[src/rtl/uart_pkg.sv]
// -----------------------------------------------------------------------------
// uart_pkg
// Shared definitions for the 8N1 UART transmitter and its matching receiver:
// FSM state encoding, frame constants and a baud-divisor helper.
// -----------------------------------------------------------------------------
package uart_pkg;

    // 8N1 framing: one start bit, DATA_BITS data bits LSB first, one stop bit.
    localparam int   DATA_BITS  = 8;
    localparam int   FRAME_BITS = DATA_BITS + 2;
    localparam logic START_BIT  = 1'b0;
    localparam logic STOP_BIT   = 1'b1;
    localparam logic IDLE_LEVEL = 1'b1;

    typedef enum logic [2:0] {
        ST_IDLE  = 3'd0,
        ST_POP   = 3'd1,
        ST_LATCH = 3'd2,
        ST_START = 3'd3,
        ST_DATA  = 3'd4,
        ST_STOP  = 3'd5
    } tx_state_e;

    // Clocks per bit; integer truncation, the result must be at least 2.
    function automatic int calc_bit_cyc(input int clk_freq, input int baud);
        return clk_freq / baud;
    endfunction

endpackage

[src/rtl/uart_baud_cnt.sv]
// -----------------------------------------------------------------------------
// uart_baud_cnt
// Bit-period counter. Counts 0..BIT_CYC-1 while en=1 and wraps at each bit
// boundary; held at 0 whenever en=0.
// Ports:
//   clk   in  1  system clock, rising edge
//   rst   in  1  asynchronous active-low reset
//   en    in  1  count enable (a bit is on the line)
//   tick  out 1  high when the count equals BIT_CYC-1 (last clock of a bit)
// -----------------------------------------------------------------------------
module uart_baud_cnt #(
    parameter int BIT_CYC = 10
) (
    input  logic clk,
    input  logic rst,
    input  logic en,
    output logic tick
);

    localparam int              CNT_W    = (BIT_CYC > 2) ? $clog2(BIT_CYC) : 1;
    localparam logic [CNT_W-1:0] LAST_CNT = CNT_W'(BIT_CYC - 1);

    logic [CNT_W-1:0] r_cnt;

    // NOTE: sequential state is always updated with non-blocking (<=)
    // assignments so every flop samples pre-edge values regardless of order.
    always_ff @(posedge clk or negedge rst) begin
        if (!rst) begin
            r_cnt <= '0;
        end else if (!en || r_cnt == LAST_CNT) begin
            r_cnt <= '0;
        end else begin
            r_cnt <= r_cnt + CNT_W'(1);
        end
    end

    // The count only leaves 0 while enabled, so no extra gating is needed.
    assign tick = (r_cnt == LAST_CNT);

endmodule

[src/rtl/fifo_uart_tx.sv]
// -----------------------------------------------------------------------------
// fifo_uart_tx
// Read-side consumer of a byte FIFO that drains it onto an 8N1 UART line.
// Pops one byte whenever the FIFO is non-empty, then sends start bit, eight
// data bits LSB first and a stop bit, each held BIT_CYC clocks.
// Ports:
//   clk         in   1  system clock, rising edge
//   rst         in   1  asynchronous active-low reset
//   fifo_empty  in   1  FIFO empty flag
//   fifo_rdata  in   8  FIFO read data, valid the cycle after fifo_rd
//   fifo_rd     out  1  one-cycle pop strobe
//   tx          out  1  serial line, idle high, registered
//   tx_busy     out  1  high from POP through the end of STOP
//   tx_done     out  1  one-cycle pulse on the last clock of each stop bit
// -----------------------------------------------------------------------------
module fifo_uart_tx
    import uart_pkg::*;
#(
    parameter int CLK_FREQ = 100_000_000,
    parameter int BAUD     = 9600
) (
    input  logic                 clk,
    input  logic                 rst,
    input  logic                 fifo_empty,
    input  logic [DATA_BITS-1:0] fifo_rdata,
    output logic                 fifo_rd,
    output logic                 tx,
    output logic                 tx_busy,
    output logic                 tx_done
);

    localparam int               BIT_CYC  = calc_bit_cyc(CLK_FREQ, BAUD);
    localparam int               IDX_W    = $clog2(DATA_BITS);
    localparam logic [IDX_W-1:0] LAST_IDX = IDX_W'(DATA_BITS - 1);

    tx_state_e            r_state;
    logic [DATA_BITS-1:0] r_shift;
    logic [IDX_W-1:0]     r_bit_idx;
    logic                 r_tx;
    logic                 r_fifo_rd;
    logic                 r_busy;

    logic                 w_cnt_en;
    logic                 w_tick;
    logic [IDX_W-1:0]     w_next_idx;

    // The baud counter runs only while a bit is on the line; it sits at 0
    // through IDLE/POP/LATCH so START always begins a full bit period.
    assign w_cnt_en   = (r_state == ST_START) || (r_state == ST_DATA) ||
                        (r_state == ST_STOP);
    assign w_next_idx = r_bit_idx + IDX_W'(1);

    uart_baud_cnt #(
        .BIT_CYC (BIT_CYC)
    ) u_baud_cnt (
        .clk  (clk),
        .rst  (rst),
        .en   (w_cnt_en),
        .tick (w_tick)
    );

    // tx is launched one edge early at every transition so the pin comes
    // straight from a flop and lines up with the state it belongs to.
    always_ff @(posedge clk or negedge rst) begin
        if (!rst) begin
            r_state   <= ST_IDLE;
            r_shift   <= '0;
            r_bit_idx <= '0;
            r_tx      <= IDLE_LEVEL;
            r_fifo_rd <= 1'b0;
            r_busy    <= 1'b0;
        end else begin
            // NOTE: the pop strobe defaults low each cycle so it can only be a
            // single-cycle pulse; the branches below raise it when needed.
            r_fifo_rd <= 1'b0;

            case (r_state)
                ST_IDLE: begin
                    r_tx <= IDLE_LEVEL;
                    if (!fifo_empty) begin
                        r_state   <= ST_POP;
                        r_fifo_rd <= 1'b1;
                        r_busy    <= 1'b1;
                    end
                end

                // The FIFO's registered read data appears during LATCH.
                ST_POP: begin
                    r_state <= ST_LATCH;
                end

                ST_LATCH: begin
                    r_shift <= fifo_rdata;
                    r_tx    <= START_BIT;
                    r_state <= ST_START;
                end

                ST_START: begin
                    if (w_tick) begin
                        r_bit_idx <= '0;
                        r_tx      <= r_shift[0];
                        r_state   <= ST_DATA;
                    end
                end

                ST_DATA: begin
                    if (w_tick) begin
                        if (r_bit_idx == LAST_IDX) begin
                            r_tx    <= STOP_BIT;
                            r_state <= ST_STOP;
                        end else begin
                            r_bit_idx <= w_next_idx;
                            r_tx      <= r_shift[w_next_idx];
                        end
                    end
                end

                // Going straight to POP on a non-empty FIFO gives back-to-back
                // frames with only the POP and LATCH clocks of idle between.
                ST_STOP: begin
                    if (w_tick) begin
                        if (!fifo_empty) begin
                            r_state   <= ST_POP;
                            r_fifo_rd <= 1'b1;
                        end else begin
                            r_state <= ST_IDLE;
                            r_busy  <= 1'b0;
                        end
                    end
                end

                default: begin
                    r_state <= ST_IDLE;
                    r_tx    <= IDLE_LEVEL;
                    r_busy  <= 1'b0;
                end
            endcase
        end
    end

    assign fifo_rd = r_fifo_rd;
    assign tx      = r_tx;
    assign tx_busy = r_busy;
    // Decoded from flops only (state and baud count), so no input reaches it.
    assign tx_done = (r_state == ST_STOP) && w_tick;

endmodule
[config.mk]
export PLATFORM = sky130hd
export DESIGN_NAME = fifo_uart_tx
export DESIGN_NICKNAME = d
export VERILOG_FILES = /design/src/rtl/uart_pkg.sv /design/src/rtl/uart_baud_cnt.sv /design/src/rtl/fifo_uart_tx.sv
export SDC_FILE = /design/constraint.sdc
export NUM_CORES = 1
export LEC_CHECK = 0
export ABC_CLOCK_PERIOD_IN_PS = 2000
export BUFFER_PORTS_ARGS = -buffer_cell sky130_fd_sc_hd__buf_4
export CAP_MARGIN = 25
export CORE_MARGIN = 2
export CORE_UTILIZATION = 45
export CTS_CLUSTER_SIZE = 25
export DETAILED_ROUTE_END_ITERATION = 10
export PLACE_DENSITY = 0.71
export SLEW_MARGIN = 20
export SYNTH_ARGS = -nofsm -noshare
export SYNTH_HDL_FRONTEND = slang
export SYNTH_SLANG_ARGS = --single-unit
[constraint.sdc]
create_clock -name clk -period 2 [get_ports clk]
set_input_delay 0.4 -clock clk [delete_from_list [all_inputs] [get_ports clk]]
set_output_delay 0.4 -clock clk [all_outputs]
set_load 0.05 [all_outputs]
# == Word level (Yosys, flattened, before mapping) ==
# Index checks and enable logic that the tools add are counted.
# word_totals
regBits,31
inputBits,11
output_inout_bits,4
elab_cells,64
# classes
n_addsub,2
magnitude_cmp,1
eq_ne,14
mux,25
bitwise,2
n_reduce_logical,13
# op_table
operator,n
$mux W3,8
$pmux W3 S6,1
$add A14 B1 Y14 const B,1
$eq A14 B14 Y1 const B,1
$mux W14,1
$ne A2 B2 Y1 const B,6
$mux W1,10
$eq A3 B3 Y1 const B,3
$reduce_and A4 Y1,2
$eq A3 B2 Y1 const B,2
$pmux W3 S2,1
$reduce_and A5 Y1,1
$lt A3 B4 Y1 const B,1
$pmux W1 S4,1
$reduce_or A4 Y1,1
$add A3 B1 Y3 const B,1
$bmux W1 S3,1
$eq A3 B1 Y1 const B,1
$logic_not A3 Y1,1
$logic_or A1 B1 Y1,3
$pmux W1 S3,1
$reduce_and A3 Y1,1
$ne A2 B1 Y1 const B,1
$not A1 Y1,2
other kinds (5),5

# == Longest topological paths before layout ==
# depth
depth_word,6
mapped_depth,7
mapped_depth_nobuf,6

# == Hierarchy ==
# A second synthesis with hierarchy kept.
# unflattened
hier_cells,155
area_unflattened_um2,1615.3
# by_module_without_submodules
mod,instances,cells_per_inst,area_per_inst_um2,seq_area_each_um2
fifo_uart_tx,1,88,923.4,426.7
uart_baud_cnt,1,67,691.9,350.3

# == Least setup slack after synthesis ==
# OpenSTA, ideal clock, no wires.
# synth_path
path_kind,register to output
startpoint,register u_baud_cnt.r_cnt[0]
endpoint,output port tx_done
arrival_time_ns,1.766
t_required_ns,1.600
setup_slack_ns,-0.166
stages_incl_launch_ff,7
path_buffers,1
path_cell_list,dfrtp_1 ha_1 and4_1 and4b_1 buf_6 nand2_4 nor2_1
# synth_via
elab_chain_cells,2
# synth_rtl
item,line_no,rtl
start: declaration,uart_baud_cnt.sv:23,logic [CNT_W-1:0] r_cnt;
start signal: assignment,uart_baud_cnt.sv:33,r_cnt <= r_cnt + CNT_W'(1);
$eq A14 B14 Y1,uart_baud_cnt.sv:38,assign tick = (r_cnt == LAST_CNT);
$logic_and A1 B1 Y1,fifo_uart_tx.sv:145,assign tx_done = (r_state == ST_STOP) && w_tick;
end: declaration,fifo_uart_tx.sv:29,output logic tx_done
# Every way passes these cells.

# == Worst setup path after layout ==
# Ends and elaborated chain as after synthesis.

==> summary.md <==
Synthesis produced 136 cells. Clock skew on the completed layout was measured at 0.00955 ns. The path class of the tightest hold or removal check is in2reg. The maximum count of clock buffers along a single path was 2. The slowest stage of the critical path is the sky130_fd_sc_hd__dfrtp_1 cell.

Yosys mapped the design onto 38 distinct sky130hd cell types. The logs give 0.813 nW for the static leakage and 3340 µm² for the core footprint. During synthesis, Yosys emitted a total of 0 warnings. Dividing total power by cell area gives a power density of 573 nW/µm².

Counting every sink on the clock net gives 31. In this run the worst path has a maximum fanout of 2. Static timing analysis puts the maximum clock frequency at 492 MHz. The run gives 0 as the count of endpoints failing hold in the final timing report. The endpoint type of the worst setup path was a primary output. The cell sitting at the root of the clock tree is a sky130_fd_sc_hd__clkbuf_4. The number of max-capacitance violations reported came out at 0. The checks that failed: setup timing.

Most instantiated library cell after synthesis: sky130_fd_sc_hd__dfrtp_1. For the utilization after layout, the log shows 53.4%. Summing all flip-flop and latch instances after layout gives 777 µm². The sink of the worst hold path was fifo_rd.

The worst path setup slack after routing was -0.0312 ns. Adding up every negative setup slack in the final design gives -0.0312 ns. The worst ir drop on vdd came out at 0.244 mV. The clock period minus worst slack came out at 2.03 ns.

The overall overflow remaining after global route was 0. During placement, the flow inserted port buffers numbering 14. The via count came out at 1,061.

The commonest cells after synthesis are 30 x sky130_fd_sc_hd__dfrtp_1, 19 x sky130_fd_sc_hd__nor2_1, 10 x sky130_fd_sc_hd__xor2_1. Data on the critical path is required at its endpoint by 1.60 ns. The average via count per standard cell came out at 5.18.

The tools report the post-layout net count as 172. Total half-perimeter wirelength after legalization and detailed placement: 1.89 mm. By area the synthesized netlist is led by sky130_fd_sc_hd__dfrtp_1 48%, sky130_fd_sc_hd__mux2_2 6.5%, sky130_fd_sc_hd__xor2_1 5.6%. After floorplanning, the core was divided into 21 placement rows. Counting the fill cells in the layout gives 308. For the post-synthesis sequential area ratio, the log shows 49.9%.

The number of antenna violations at the first check in global routing is 0. Data on the critical path arrives at its endpoint at 1.63 ns. For this block, the initial DRC count from the detailed router was 70. Setup repair after global routing could not meet its margin everywhere. The mean instance size in the synthesized netlist is 11.4 µm², and the initial core utilization is 46.6%. Across all register-to-register paths, the minimum setup slack is 0.31 ns. The number of nets in the synthesized netlist is 150, and the clock-pin slew of the registers on the worst-case setup and hold paths is 0.10 ns.

The run gives 0 as the final number of max-transition violations. The wire length per cell is 13.0 µm, and the wire length of the first global-routing pass is 5.08 mm. In this run, CTS created clock tree buffers numbering 5. Compared with the post-synthesis result, the final layout area differs by 14.5%. The flow ran to the end, but the final reports show violations.

The tools report the final estimated routing congestion in global placement as 0.870. The tools report the startpoint of the worst hold path as fifo_empty. The endpoint identified for the worst register-to-register timing path is r_bit_idx[0]. For the number of global-route vias before repair, the log shows 1,166. In this run the critical register-to-register path is launched from u_baud_cnt.r_cnt[0].

The overall die width came out at 62.8 µm. Walking the worst path, the cells encountered are ha_2, and4_1, and4b_2, nand2_4, nor2_4, buf_6. In this run the tightest slew margin relative to its limit is 70.8%. In the final layout, the multi-input gates occupy 734 µm².

At the pin with the least slew margin, the transition time is 0.438 ns. Maximum level of the CTS H-tree: 2. The tools report the worst hold slack as 0.271 ns. Counting flops and latches in the post-synthesis netlist gives 31.

The routed design has 2.66 mm of wire. STA classifies the critical path startpoint as a flip-flop. In this run the vertical extent of the chip is 62.8 µm. Leading area contributor after synthesis: sky130_fd_sc_hd__dfrtp_1. The kind of critical path is reg2out. The count of nets left with antenna violations once routing finished came out at 0.

The number of failing setup endpoints in the final timing report is 1. The async set-or-reset flop fraction in the synthesized netlist works out to 100%. The number of antenna diodes in the final layout is 0.

Global routing consumed, over all layers together, 16.4% of the routing resources. Entering global routing, the biggest net connects 32 pins. The delay contributed by the slowest stage of the critical path was 0.36 ns; the hold path depth was 2.

The fraction of layout instances using a drive strength above 1 was 29.6%. The first detailed-routing pass ran for 4 iterations. In this run the cell area of the synthesized design comes to 1560 µm². The total DRC errors in the routed layout was 0; the clock insertion delay at the later pin of the skew report was 0.33 ns.

The top cell type's share of synthesized area was 48.2%; the I/O pin count was 15. Of the available clock period, the critical path in the final layout requires 102%. The most used flip-flop cell after synthesis is sky130_fd_sc_hd__dfrtp_1. The full die area was 3950 µm²; the number of synthesized flops with an enable pin was 0. TritonCTS built the clock tree.

The total power after layout came out at 1.02 mW. The worst reg2reg path depth was 6.
-- cell families (layout without fill, tap and decap cells) --
logic type	after synthesis	after routing	synth area share (%)
buffers and inverters	8	31	3.62
adder cells (fa/ha/maj)	3	3	2.41
flip-flops	31	31	49.9
XOR/XNOR	12	12	6.75
multiplexers	13	13	10.7
AND/OR/NAND/NOR	50	50	17.6
AO/OA/AOI/OAI	19	19	9.00
-- final cells by class --
cell class                 instances  area share [%]
clock buffer                       7            2.53
clock inverter                     1           0.281
inverter                           4           0.842
multi-input combinational         97            41.2
sequential                        31            43.6
tap                               46            3.23
timing repair buffer              19            8.35
-- what timing repair did --
| action | 4_1_cts | 5_1_grt |
|---|---|---|
| setup buffers | 3 | 0 |
| hold endpoints to repair | 30 | 0 |
| resized for setup | 4 | 0 |
| endpoints found under the setup margin | 1 | 1 |
| hold buffers | 1 | 0 |
| cloned | 0 | 0 |
| pin swaps | 3 | 2 |
-- where the power goes --
part / total [mW] / leakage, nW / switching [mW] / internal (mW)
Sequential: 0.639 / 0.372 / 0.00481 / 0.635
Clock: 0.340 / 0.0293 / 0.203 / 0.137
Combinational: 0.0417 / 0.412 / 0.0187 / 0.0230
Total: 1.02 / 0.813 / 0.227 / 0.794
-- cell usage in the layout (no fill, tap or decap), types with 2 or more instances in the layout --
master,instances
sky130_fd_sc_hd__a21oi_1,8
sky130_fd_sc_hd__a22o_1,2
sky130_fd_sc_hd__and2_1,3
sky130_fd_sc_hd__and4_1,2
sky130_fd_sc_hd__buf_4,17
sky130_fd_sc_hd__clkbuf_1,2
sky130_fd_sc_hd__clkbuf_4,5
sky130_fd_sc_hd__dfrtp_1,30
sky130_fd_sc_hd__ha_1,2
sky130_fd_sc_hd__inv_1,4
sky130_fd_sc_hd__mux2_2,9
sky130_fd_sc_hd__mux2i_1,2
sky130_fd_sc_hd__mux4_2,2
sky130_fd_sc_hd__nand2_1,7
sky130_fd_sc_hd__nand3_1,4
sky130_fd_sc_hd__nand4_1,2
sky130_fd_sc_hd__nor2_1,18
sky130_fd_sc_hd__nor3_1,3
sky130_fd_sc_hd__o22ai_1,3
sky130_fd_sc_hd__xnor2_1,2
sky130_fd_sc_hd__xor2_1,10
-- per-layer routing --
layer / GRT usage (%) / up-vias / share of wire, %
met4: 6.67 / 0 / 1.7
li1: - / 522 / -
met5: 0 / - / 0
met2: 27.4 / 16 / 49
met3: 5.59 / 5 / 4.4
met1: 19.4 / 518 / 45
-- per-stage QoR --
step	cells	worst slack (ns)	cell area [µm²]
3_3_place_gp	193	0.204	1690
5_1_grt	205	-0.147	1780
4_1_cts	205	-0.0815	1780
3_5_place_dp	193	0.174	1690
2_1_floorplan	136	0.0644	1560
6_report	205	-0.0312	1780
-- critical path: cells and delay by family, from the launching register on --
family                     cells  cell delay [ns]
buffers and inverters          1             0.16
adders and majority gates      1             0.18
DFF                            1             0.36
and+or+nand+nor                4             0.60
-- sequential cells by signal (all words and copies together) (netlist names) --
signal            flops
u_baud_cnt.r_cnt     14
r_state               3
tx                    1
fifo_rd               1
tx_busy               1
r_bit_idx             3
r_shift               8
-- worst max path at each step --
stage,start,end,slack (ns),cells past startpoint
2_1_floorplan,u_baud_cnt.r_cnt[0],tx_done,0.06,6
3_3_place_gp,u_baud_cnt.r_cnt[0],tx_done,0.20,6
3_5_place_dp,u_baud_cnt.r_cnt[0],tx_done,0.17,6
4_1_cts,u_baud_cnt.r_cnt[1],tx_done,-0.08,6
5_1_grt,u_baud_cnt.r_cnt[0],tx_done,-0.15,6
6_report,u_baud_cnt.r_cnt[0],tx_done,-0.03,6
(Power assumes the default switching activity.)
